==> src/rtl/rgb2gray_pkg.sv <==
// ---------------------------------------------------------------------------
// rgb2gray_pkg
// Shared types and constants for the streaming RGB-to-gray converter.
//   state_t         : controller states, one pixel walks GET_R..OUT
//   MODE_AVG/LUMA   : encodings of the mode_i input
//   LUMA_W*         : BT.601 luma weights, they sum to 256
//   LUMA_ROUND/SHIFT: round-half-up then divide by 256
//   AVG_MUL/SHIFT   : 171/512 is a close approximation of 1/3
//   PROD_EXTRA      : extra bits on top of OUT_W for the weighted sums
// ---------------------------------------------------------------------------
package rgb2gray_pkg;

    typedef enum logic [2:0] {
        IDLE  = 3'd0,
        GET_R = 3'd1,
        GET_G = 3'd2,
        GET_B = 3'd3,
        CALC  = 3'd4,
        OUT   = 3'd5
    } state_t;

    localparam logic MODE_AVG  = 1'b0;
    localparam logic MODE_LUMA = 1'b1;

    localparam int unsigned LUMA_WR    = 77;
    localparam int unsigned LUMA_WG    = 150;
    localparam int unsigned LUMA_WB    = 29;
    localparam int unsigned LUMA_ROUND = 128;
    localparam int unsigned LUMA_SHIFT = 8;

    localparam int unsigned AVG_MUL    = 171;
    localparam int unsigned AVG_SHIFT  = 9;

    localparam int unsigned PROD_EXTRA = 10;

    // True in the three states where a channel sample may be taken.
    function automatic logic is_capture_state(input state_t s);
        return (s == GET_R) || (s == GET_G) || (s == GET_B);
    endfunction

endpackage

==> src/rtl/rgb2gray_weigher.sv <==
// ---------------------------------------------------------------------------
// rgb2gray_weigher
// Purely combinational: turns one clamped R,G,B triple into a gray value.
// Ports:
//   red, green, blue : clamped channel values, OUT_W bits each
//   mode             : MODE_LUMA selects BT.601 luma, MODE_AVG the average
//   gray             : result, saturated to 2^OUT_W-1
// ---------------------------------------------------------------------------
module rgb2gray_weigher
    import rgb2gray_pkg::*;
#(
    parameter int OUT_W = 8
)(
    input  logic [OUT_W-1:0] red,
    input  logic [OUT_W-1:0] green,
    input  logic [OUT_W-1:0] blue,
    input  logic             mode,
    output logic [OUT_W-1:0] gray
);

    // The weighted sums need at most OUT_W+10 bits (3*255*171 < 2^18 for
    // OUT_W=8), so nothing is truncated before the final shift.
    localparam int PW = OUT_W + int'(PROD_EXTRA);
    localparam logic [PW-1:0] SAT_MAX = PW'((1 << OUT_W) - 1);

    logic [PW-1:0] red_w;
    logic [PW-1:0] green_w;
    logic [PW-1:0] blue_w;
    logic [PW-1:0] luma_sum;
    logic [PW-1:0] avg_prod;
    logic [PW-1:0] luma_q;
    logic [PW-1:0] avg_q;
    logic [PW-1:0] picked;

    // Both modes are computed side by side and the latched mode picks one.
    // Luma cannot exceed full scale, but the average approximation can land
    // a hair above it, so the selected value is saturated in either case.
    always_comb begin
        red_w    = PW'(red);
        green_w  = PW'(green);
        blue_w   = PW'(blue);
        luma_sum = red_w * PW'(LUMA_WR) + green_w * PW'(LUMA_WG)
                 + blue_w * PW'(LUMA_WB) + PW'(LUMA_ROUND);
        avg_prod = (red_w + green_w + blue_w) * PW'(AVG_MUL);
        luma_q   = luma_sum >> LUMA_SHIFT;
        avg_q    = avg_prod >> AVG_SHIFT;
        picked   = (mode == MODE_LUMA) ? luma_q : avg_q;
        gray     = (picked > SAT_MAX) ? SAT_MAX[OUT_W-1:0] : picked[OUT_W-1:0];
    end

endmodule

==> src/rtl/rgb2gray_stream.sv <==
// ---------------------------------------------------------------------------
// rgb2gray_stream
// Handshaked RGB-to-gray converter. A start pulse in IDLE begins a run of
// PIXELS pixels; each pixel arrives as three serial samples R,G,B and leaves
// as one gray value on a valid/ready output that tolerates back-pressure.
// Ports:
//   clk_i, rst_i       : clock (rising edge), asynchronous active-high reset
//   start_i, mode_i    : begin a run; mode (0 average, 1 luma) latched then
//   valid_i, ready_o   : input handshake for RgbColor_i samples
//   RgbColor_i         : one IN_W-bit channel sample
//   valid_o, ready_i   : output handshake for GrayColor_o
//   GrayColor_o        : registered gray result
//   busy_o             : high in every state except IDLE
//   done_o             : one-cycle pulse as the run returns to IDLE
// IN_W is expected to be at least OUT_W.
// ---------------------------------------------------------------------------
module rgb2gray_stream
    import rgb2gray_pkg::*;
#(
    parameter int IN_W   = 10,
    parameter int OUT_W  = 8,
    parameter int PIXELS = 1
)(
    input  logic             clk_i,
    input  logic             rst_i,
    input  logic             start_i,
    input  logic             mode_i,
    input  logic             valid_i,
    input  logic [IN_W-1:0]  RgbColor_i,
    output logic             ready_o,
    output logic             valid_o,
    input  logic             ready_i,
    output logic [OUT_W-1:0] GrayColor_o,
    output logic             busy_o,
    output logic             done_o
);

    localparam int CNT_W = $clog2(PIXELS + 1);
    localparam logic [IN_W-1:0]  CLAMP_MAX = IN_W'((1 << OUT_W) - 1);
    localparam logic [CNT_W-1:0] LAST_IDX  = CNT_W'(PIXELS - 1);

    state_t state;
    state_t state_next;

    logic [OUT_W-1:0] red_q;
    logic [OUT_W-1:0] green_q;
    logic [OUT_W-1:0] blue_q;
    logic [OUT_W-1:0] sample_clamped;
    logic [OUT_W-1:0] gray_calc;
    logic [OUT_W-1:0] gray_q;
    logic [CNT_W-1:0] pix_cnt;
    logic             mode_q;
    logic             valid_q;
    logic             done_q;
    logic             accept;
    logic             start_accept;
    logic             out_fire;
    logic             last_pixel;

    assign accept       = valid_i & ready_o;
    assign start_accept = (state == IDLE) & start_i;
    assign out_fire     = valid_q & ready_i;
    assign last_pixel   = (pix_cnt == LAST_IDX);

    assign valid_o     = valid_q;
    assign GrayColor_o = gray_q;
    assign done_o      = done_q;

    // Oversized samples are pinned to full scale rather than wrapped, so a
    // bright 10-bit pixel stays bright after narrowing.
    always_comb begin
        sample_clamped = RgbColor_i[OUT_W-1:0];
        if (RgbColor_i > CLAMP_MAX) begin
            sample_clamped = CLAMP_MAX[OUT_W-1:0];
        end
    end

    rgb2gray_weigher #(
        .OUT_W (OUT_W)
    ) u_weigher (
        .red   (red_q),
        .green (green_q),
        .blue  (blue_q),
        .mode  (mode_q),
        .gray  (gray_calc)
    );

    // State register; reset drops any pixel in flight straight back to IDLE.
    always_ff @(posedge clk_i or posedge rst_i) begin
        if (rst_i) begin
            state <= IDLE;
        end else begin
            state <= state_next;
        end
    end

    // Next-state logic. Each channel state waits for its own sample, CALC
    // always lasts one cycle, and OUT waits for the downstream handshake
    // before deciding whether the run has more pixels to go.
    always_comb begin
        state_next = state;
        case (state)
            IDLE:  if (start_i) state_next = GET_R;
            GET_R: if (accept)  state_next = GET_G;
            GET_G: if (accept)  state_next = GET_B;
            GET_B: if (accept)  state_next = CALC;
            CALC:  state_next = OUT;
            OUT: begin
                if (out_fire) begin
                    state_next = last_pixel ? IDLE : GET_R;
                end
            end
            default: state_next = IDLE;
        endcase
    end

    // Outputs decoded straight from the state: the input side is only open
    // while a channel is being collected, and busy covers the whole run.
    always_comb begin
        ready_o = is_capture_state(state);
        busy_o  = (state != IDLE);
    end

    // Datapath registers. The mode is frozen at start so mid-run changes on
    // mode_i cannot mix two formulas inside one run. The pixel counter counts
    // completed output handshakes; done is raised on the same edge that
    // returns the controller to IDLE so the two line up.
    always_ff @(posedge clk_i or posedge rst_i) begin
        if (rst_i) begin
            red_q   <= '0;
            green_q <= '0;
            blue_q  <= '0;
            gray_q  <= '0;
            pix_cnt <= '0;
            mode_q  <= MODE_AVG;
            valid_q <= 1'b0;
            done_q  <= 1'b0;
        end else begin
            done_q <= 1'b0;
            if (start_accept) begin
                mode_q  <= mode_i;
                pix_cnt <= '0;
            end
            if (accept) begin
                case (state)
                    GET_R:   red_q   <= sample_clamped;
                    GET_G:   green_q <= sample_clamped;
                    GET_B:   blue_q  <= sample_clamped;
                    default: ;
                endcase
            end
            if (state == CALC) begin
                gray_q  <= gray_calc;
                valid_q <= 1'b1;
            end
            if (out_fire) begin
                valid_q <= 1'b0;
                if (last_pixel) begin
                    done_q  <= 1'b1;
                    pix_cnt <= '0;
                end else begin
                    pix_cnt <= pix_cnt + CNT_W'(1);
                end
            end
        end
    end

endmodule

==> config.mk <==
export PLATFORM = sky130hd
export DESIGN_NAME = rgb2gray_stream
export DESIGN_NICKNAME = d
export VERILOG_FILES = /design/src/rtl/rgb2gray_pkg.sv /design/src/rtl/rgb2gray_weigher.sv /design/src/rtl/rgb2gray_stream.sv
export SDC_FILE = /design/constraint.sdc
export NUM_CORES = 1
export LEC_CHECK = 0
export CORE_MARGIN = 3
export CORE_UTILIZATION = 55
export CTS_BUF_LIST = sky130_fd_sc_hd__clkbuf_2 sky130_fd_sc_hd__clkbuf_4 sky130_fd_sc_hd__clkbuf_8
export DETAILED_ROUTE_END_ITERATION = 16
export GPL_TIMING_DRIVEN = 0
export MAX_ROUTING_LAYER = met4
export PLACE_DENSITY = 0.71
export SYNTH_ARGS = -nofsm -noshare
export SYNTH_HDL_FRONTEND = slang
export SYNTH_SLANG_ARGS = --single-unit
==> constraint.sdc <==
create_clock -name clk_i -period 8.2 [get_ports clk_i]
set_input_delay 0.82 -clock clk_i [delete_from_list [all_inputs] [get_ports clk_i]]
set_output_delay 0.82 -clock clk_i [all_outputs]
set_load 0.005 [all_outputs]
# Word-level counts from Yosys, hierarchy flattened
# Cells that the tools add are included.
# op_classes
reduce_logical	10
eq_ne	10
n_addsub	6
multipliers	4
muxes	17
bitwise	3
magnitude_cmp	2
# ops
operator	n
$mul A8 B7 Y15 const B	2
$gt A10 B8 Y1 const B	2
$add A18 B13 Y18	1
$add A18 B8 Y18	1
$add A18 B8 Y18 const B	1
$mul A18 B8 Y18 const B	1
$pmux W3 S6	1
$add A15 B16 Y17	1
$mux W8	2
$mux W3	5
$mul A8 B5 Y13 const B	1
$mux W10	1
$ne A2 B2 Y1 const B	5
$add A8 B8 Y9	1
$mux W1	8
$eq A3 B2 Y1 const B	2
$eq A3 B3 Y1 const B	2
$reduce_and A2 Y1	3
$reduce_and A5 Y1	1
$reduce_bool A2 Y1	2
$and A1 B1 Y1	3
$eq A3 B1 Y1 const B	1
$logic_not A3 Y1	1
$reduce_bool A3 Y1	1
other kinds (2)	3
# totals
reg_bits	39

# Logic depth before layout (Yosys ltp)
# Gate-level depths: netlist (run 1).
# logic_depth
word_depth	7
mapped_depth	32

# Hierarchy
# Synthesis (run 1) repeated with hierarchy kept, for this count alone.
# unflattened
hier_cells	723
area_unflattened_um2	6981.7
# by_module_without_submodules
module	area_each_um2	n_inst	cells_per_inst	seq_area_each_um2
rgb2gray_weigher	5435.2	1	587	0.0
rgb2gray_stream	1546.5	1	136	950.9

# Least setup slack after synthesis (run 1)
# No wires, ideal clock.
# synth_path
path_kind	register to register
start	register green_q[2]
end	register gray_q[6] (netlist: GrayColor_o[6])
setup_ns	0.143
setup_slack_ns	0.743
required_ns	8.057
arrival_time_ns	7.314
synth_period_minus_slack_ns	7.457
stages_incl_launch_ff	33
path_cell_list	dfrtp_1 -> ha_1 -> ha_1 -> inv_1 -> fa_1 -> inv_1 -> ha_1 -> xor2_1 -> fa_1 -> inv_1 -> ha_1 -> inv_1 -> fa_1 -> inv_1 -> ha_1 -> o21ai_0 -> nor2_1 -> nor2_1 -> ha_1 -> inv_1 -> fa_1 -> fa_1 -> fa_1 -> inv_1 -> ha_1 -> o21ai_0 -> nor2_1 -> a211oi_2 -> a21oi_1 -> a21o_1 -> a211o_1 -> nand3_1 -> a31oi_1
# synth_between
elab_chain_cells	7
word_cells_on_any_way	10
cone_classes	5 x add/sub; 2 x mul; 1 x order compare; 2 x mux
# synth_rtl
element	line	text
start: declaration	rgb2gray_stream.sv:46	logic [OUT_W-1:0] green_q;
start signal: assignment	rgb2gray_stream.sv:147	GET_G: green_q <= sample_clamped;
$mul A8 B7 Y15	rgb2gray_weigher.sv:42	luma_sum = red_w * PW'(LUMA_WR) + green_w * PW'(LUMA_WG)
$add A15 B16 Y17	rgb2gray_weigher.sv:42	
$add A18 B13 Y18	rgb2gray_weigher.sv:43	+ blue_w * PW'(LUMA_WB) + PW'(LUMA_ROUND);
$add A18 B8 Y18	rgb2gray_weigher.sv:43	
$mux W10 *	rgb2gray_weigher.sv:47	picked = (mode == MODE_LUMA) ? luma_q : avg_q;
$gt A10 B8 Y1	rgb2gray_weigher.sv:48	gray = (picked > SAT_MAX) ? SAT_MAX[OUT_W-1:0] : picked[OUT_W-1:0];
$mux W8 *	rgb2gray_weigher.sv:48	
end signal: assignment	rgb2gray_stream.sv:153	gray_q <= gray_calc;
end: declaration	rgb2gray_stream.sv:50	logic [OUT_W-1:0] gray_q;
# Mark *: on every way between the ends. The rest lies on a longest branch, timed or not.
# A chain may end at the register's enable or synchronous reset.

# Worst setup path after layout (run 1)
# layout_path
start	register green_q[3]
end	register gray_q[6] (netlist: GrayColor_o[6])
# The elaborated chain is that of the path after synthesis.

==> metrics.cfg, run 1 <==
[clocking]
cts.path.max_buffers=2
holdBufCountCts=0
insertion_delay_ns=0.28
ctsRootBufferMaster=clkbuf_8
htree_levels=2
cts_tree=built
cts_buffers=5
clk_pin_slew_ns=0.07
clock-sinks=38

[sta]
fin_crit_sh_pct=96.0
setup_violations=0
fin_crit_ns=7.87
fmax_mhz=127
finClkSkew_ns=0.00483
drv_slew=0
finalHoldViolations=0
slew-limit-headroom_pct=48.2
tightest_slew_ns=0.775
fin_tns_setup_ns=0
setup_slack_ns=0.327

[grt]
grtUsageMet2_pct=39.9
overflow=0
grt_pass1_vias=5773
grt_usage_pct=22.5
met1_usage_pct=29.4
top_usage_layer=met2
grt_max_degree=39
grt_util_met3_pct=0.795
grt_pass1_wl_mm=26.1
antenna_found_initial=0

[finish]
layout-drive-gt1-share_pct=7.52
diodes=0
utilization_pct=63.1
syn_to_final_growth_pct=11.3
fin_nets=1113
final_common_cell=ha_1
stdcell_count=1023
layout_common_cells=ha_1, inv_1, nor2_1
final.fill_count=1132

[floorplan]
die-width_um=120
chipHeight_um=120
num_io_pins=28
start_util_pct=56.7
dieArea_mm2=0.0145
coreArea_mm2=0.0127
row_count=41

[placed_design]
portBuffers=27
globalplace.congestion=0.875
post-place-ws_ns=-0.0310
dp_hpwl_mm=13.0
dp_cells=997

[critical_path]
r2r_slack_ns=0.33
setup.worst_path.end_class=register
startpoint_type=register
critPathKind=register to register
timing.rr.end=GrayColor_o[6]$_DFFE_PP0P_
rr_startpoint=green_q[3]$_DFFE_PP0P_
crit_fanout=8
max_stage_delay_ns=0.54
rr_worst_depth=29
worstPathArrival_ns=8.02
crit_slowest_cell=fa_1
cp.required_ns=8.34

[worst_hold_path]
hp-start=valid_o$_DFFE_PP0P_
holdPathStages=2
min_to=valid_o$_DFFE_PP0P_
hold_path_class=register to register

[drt]
firstDrtPassIters=4
vias=5544
drc=0
postRouteAntennaNets=0
viasPerCell=5.42
wl_per_cell_um=15.2
drt_iter0_drc=191
routed_wl_mm=15.5

[synthesis]
synth_top_family_by_area=adder cells
synth_compound_area_share_pct=12.9
syn_avg_cell_area_um2=9.03
ys.flop_type=dfrtp_1
ys_types=56
synth-simple-area-share_pct=9.69
synth_edf_count=0
synth.area.mux_share_pct=0.295
synth_area_mm2=0.00721
yosysSeqAreaShare_pct=13.2
synthCells=798
synth-seq-cells=38
yosys_warnings=0
synth_fa_ha_area_share_pct=49.6
synth_nets=1061
async_flop_share_pct=100
synth_xor_area_share_pct=5.47

[run]
cap_violations=0

[outcome]
status=finished clean

worst max-delay path, delay by kind of cell (launching register included):
family,cells,cell delay [ns]
adders and majority gates,13,5.11
and+or+nand+nor,3,0.30
AOI/OAI and AO/OA,9,1.49
buffers and inverters,3,0.22
DFF,1,0.47
xor gates and xnor gates,1,0.15
kinds of logic after synthesis:
kind of cell,after synthesis
flip-flops,38
XOR/XNOR,45
multiplexers,2
buffers and inverters,169
AO/OA/AOI/OAI,142
adder cells (fa/ha/maj),247
AND/OR/NAND/NOR,155
routing by layer:
metal	wire, um	up-vias
li1	-	2737
met1	6940	2703
met2	8010	92
met3	407	12
met4	144	0
met5	0	-
worst max path at each step:
stage	start	to	slack (ns)
finish	green_q[3]$_DFFE_PP0P_	GrayColor_o[6]$_DFFE_PP0P_	0.33
global route	green_q[2]$_DFFE_PP0P_	GrayColor_o[7]$_DFFE_PP0P_	-0.01
CTS	green_q[2]$_DFFE_PP0P_	GrayColor_o[6]$_DFFE_PP0P_	0.001
detailed placement	green_q[2]$_DFFE_PP0P_	GrayColor_o[6]$_DFFE_PP0P_	-0.03
global placement	green_q[2]$_DFFE_PP0P_	GrayColor_o[1]$_DFFE_PP0P_	0.18
floorplan	green_q[2]$_DFFE_PP0P_	GrayColor_o[6]$_DFFE_PP0P_	0.74
Yosys cell counts (all sizes together), types with 2 or more instances:
master | number | share of area [%]
ha | 182 | 32
inv | 159 | 8.3
nor2 | 74 | 3.9
fa | 65 | 18
a21oi | 62 | 4.4
dfrtp | 38 | 13
nand2 | 32 | 1.7
o21ai | 30 | 2.1
xnor2 | 30 | 3.6
xor2 | 15 | 1.8
nand3 | 11 | 0.76
a21o | 8 | 0.83
clkbuf | 8 | 0.42
o21bai | 8 | 0.83
nand2b | 7 | 0.61
nor2b | 7 | 0.61
o21a | 6 | 0.62
a211oi | 5 | 0.73
or2 | 5 | 0.43
nand3b | 4 | 0.42
o211ai | 4 | 0.42
a31oi | 3 | 0.35
and2 | 3 | 0.26
or3 | 3 | 0.26
a2111oi | 2 | 0.50
and3 | 2 | 0.17
buf | 2 | 0.12
nor3 | 2 | 0.14
o31ai | 2 | 0.28
o41ai | 2 | 0.35
sequential cells by signal, summed over array words and instances (netlist names):
name,cells
mode_q,1
valid_o,1
blue_q,8
done_o,1
state,3
green_q,8
GrayColor_o,8
red_q,8
through the flow:
stage	cell area, um2	hold WS (ns)
global placement	7690	0.499
detailed placement	7690	0.508
global route	8030	0.564
CTS	7790	0.527
finish	8030	0.519
floorplan	7210	0.504
area by class of cell:
class / instances / area [um2] / share of cell area (%)
multi-input cells: 591 / 5720 / 71.2
plain buffers: 10 / 38.8 / 0.483
flip-flops and latches: 38 / 958 / 11.9
repair buffers: 45 / 405 / 5.05
clock inverters: 1 / 5.00 / 0.0624
inverters: 159 / 597 / 7.44
well taps: 172 / 215 / 2.68
clock buffers: 7 / 90.1 / 1.12
timing repair:
item,4_1_cts,5_1_grt
hold endpoints to repair,0,0
resized for setup,3,17
setup endpoints to repair,6,8
buffers inserted,0,18
gates cloned,0,0
pin swaps,0,11
Power of run 1 is left out: the tool's default activity adds up to more than one toggle a clock period on the data nets, which glitch-free logic cannot reach.
==> run 2, diff against run 1 <==
--- a/config.mk
+++ b/config.mk
@@ -7,7 +7,7 @@
 export LEC_CHECK = 0
 export CORE_MARGIN = 3
 export CORE_UTILIZATION = 55
-export CTS_BUF_LIST = sky130_fd_sc_hd__clkbuf_2 sky130_fd_sc_hd__clkbuf_4 sky130_fd_sc_hd__clkbuf_8
+export CTS_BUF_LIST = sky130_fd_sc_hd__clkbuf_8
 export DETAILED_ROUTE_END_ITERATION = 16
 export GPL_TIMING_DRIVEN = 0
 export MAX_ROUTING_LAYER = met4
==> metrics.cfg, run 2 (synthesis gave the netlist of run 1 again) <==
[outcome]
status=finished clean

[placed_design]
placed_area_mm2=0.00769  ; unchanged
globalplace.congestion=0.875  ; unchanged
portBuffers=27  ; unchanged
dp_hpwl_mm=13.0  ; unchanged

[grt]
grt_usage_pct=22.5  ; unchanged
grt_max_degree=39  ; unchanged
antenna_found_initial=0  ; unchanged
grt_pass1_wl_mm=26.1  ; unchanged
grt_pass1_vias=5773  ; unchanged
overflow=0  ; unchanged

[floorplan]
coreArea_mm2=0.0127  ; unchanged
dieArea_mm2=0.0145  ; unchanged
row_count=41  ; unchanged
chipHeight_um=120  ; unchanged
start_util_pct=56.7  ; unchanged
num_io_pins=28  ; unchanged
die-width_um=120  ; unchanged

[finish]
syn_to_final_growth_pct=11.3  ; about the same
final.fill_count=1133  ; +0.088%
utilization_pct=63.1  ; about the same
final_common_cell=ha_1
layout_common_cells=ha_1, inv_1, nor2_1
fin_nets=1113  ; unchanged
diodes=0  ; unchanged
final_area_mm2=0.00802  ; about the same
layout-drive-gt1-share_pct=7.40  ; -0.12 points

[critical_path]
crit_start=green_q[3]$_DFFE_PP0P_
rr_startpoint=green_q[3]$_DFFE_PP0P_
crit_fanout=8  ; unchanged
crit_buf_inv=3  ; unchanged
crit_slowest_cell=fa_1
startpoint_type=register
critPathKind=register to register
crit_cells=29  ; unchanged
max_stage_delay_ns=0.54  ; about the same
setup.worst_path.end_class=register
worstPathArrival_ns=8.02  ; about the same
crit_family=adder cells
cp.required_ns=8.34  ; about the same
rr_worst_depth=29  ; unchanged

[worst_hold_path]
holdPathStages=2  ; unchanged
hp-start=valid_o$_DFFE_PP0P_
hold_path_class=register to register

[clocking]
clk_pin_slew_ns=0.07  ; about the same
insertion_delay_ns=0.28  ; about the same
holdBufCountCts=0  ; unchanged
cts_tree=built
htree_levels=2  ; unchanged
clock-sinks=38  ; unchanged
ctsRootBufferMaster=clkbuf_8
cts_buffers=5  ; unchanged
cts.path.max_buffers=2  ; unchanged

[sta]
finalHoldViolations=0  ; unchanged
setup_violations=0  ; unchanged
fmax_mhz=127  ; about the same
fin_crit_ns=7.87  ; -0.000710 ns
drv_slew=0  ; unchanged
slew-limit-headroom_pct=48.3  ; about the same
fin_crit_sh_pct=96.0  ; about the same
finClkSkew_ns=0.00508  ; +0.000247 ns
tightest_slew_ns=0.775  ; -0.000474 ns

[drt]
drt_iter0_drc=191  ; unchanged
routed_wl_mm=15.5  ; about the same
drc=0  ; unchanged
viasPerCell=5.42  ; about the same
wl_per_cell_um=15.2  ; about the same
vias=5541  ; -0.054%
postRouteAntennaNets=0  ; unchanged
firstDrtPassIters=4  ; unchanged

[run]
cap_violations=0  ; unchanged

[run 2: timing repair]
action                                  CTS  global route
resized for setup                         3            17
gates cloned                              0             0
setup buffers                             0            18
endpoints found under the setup margin    6             8
pin swaps                                 0            11
[run 2: metrics by stage]
step,worst slack [ns],instances,setup TNS [ns],hold WS (ns)
5_1_grt,-0.0149,1023,-0.0265,0.564
3_3_place_gp,0.178,997,0,0.499
2_1_floorplan,0.743,798,0,0.504
4_1_cts,0.00138,1005,0,0.527
6_report,0.328,1023,0,0.519
3_5_place_dp,-0.0310,997,-0.0409,0.508
[run 2: worst paths after layout]
kind	slack [ns]	end
worst max-delay path	0.33	GrayColor_o[6]$_DFFE_PP0P_
worst min-delay path	0.52	valid_o$_DFFE_PP0P_
worst max register to register	0.33	GrayColor_o[6]$_DFFE_PP0P_
worst min register to register	0.52	valid_o$_DFFE_PP0P_
max in group asynchronous	6.66	green_q[4]$_DFFE_PP0P_
min in group asynchronous	1.00	GrayColor_o[4]$_DFFE_PP0P_
[run 2: layout make-up]
type	count	area [um2]	share of cell area (%)
clock inverters	2	8.76	0.109
inverters	159	597	7.44
repair buffers	45	405	5.05
flip-flops and latches	38	958	11.9
multi-input cells	591	5720	71.3
plain buffers	10	38.8	0.484
well taps	172	215	2.68
clock buffers	6	82.6	1.03
[run 2: layer usage]
| layer | GRT usage [%] | share of wire, % | vias to the layer above |
|---|---|---|---|
| li1 | - | - | 2737 |
| met1 | 29.4 | 45 | 2705 |
| met2 | 39.9 | 52 | 89 |
| met3 | 0.795 | 2.5 | 10 |
| met4 | 3.97 | 0.83 | 0 |
| met5 | - | 0 | - |
[run 2: tightest hold or removal path, stage by stage, from the launching register on]
cell     delay [ns]
dfrtp_1        0.36
nor2_1         0.05
nor2_1         0.07
Power of run 2 is left out for the same reason.
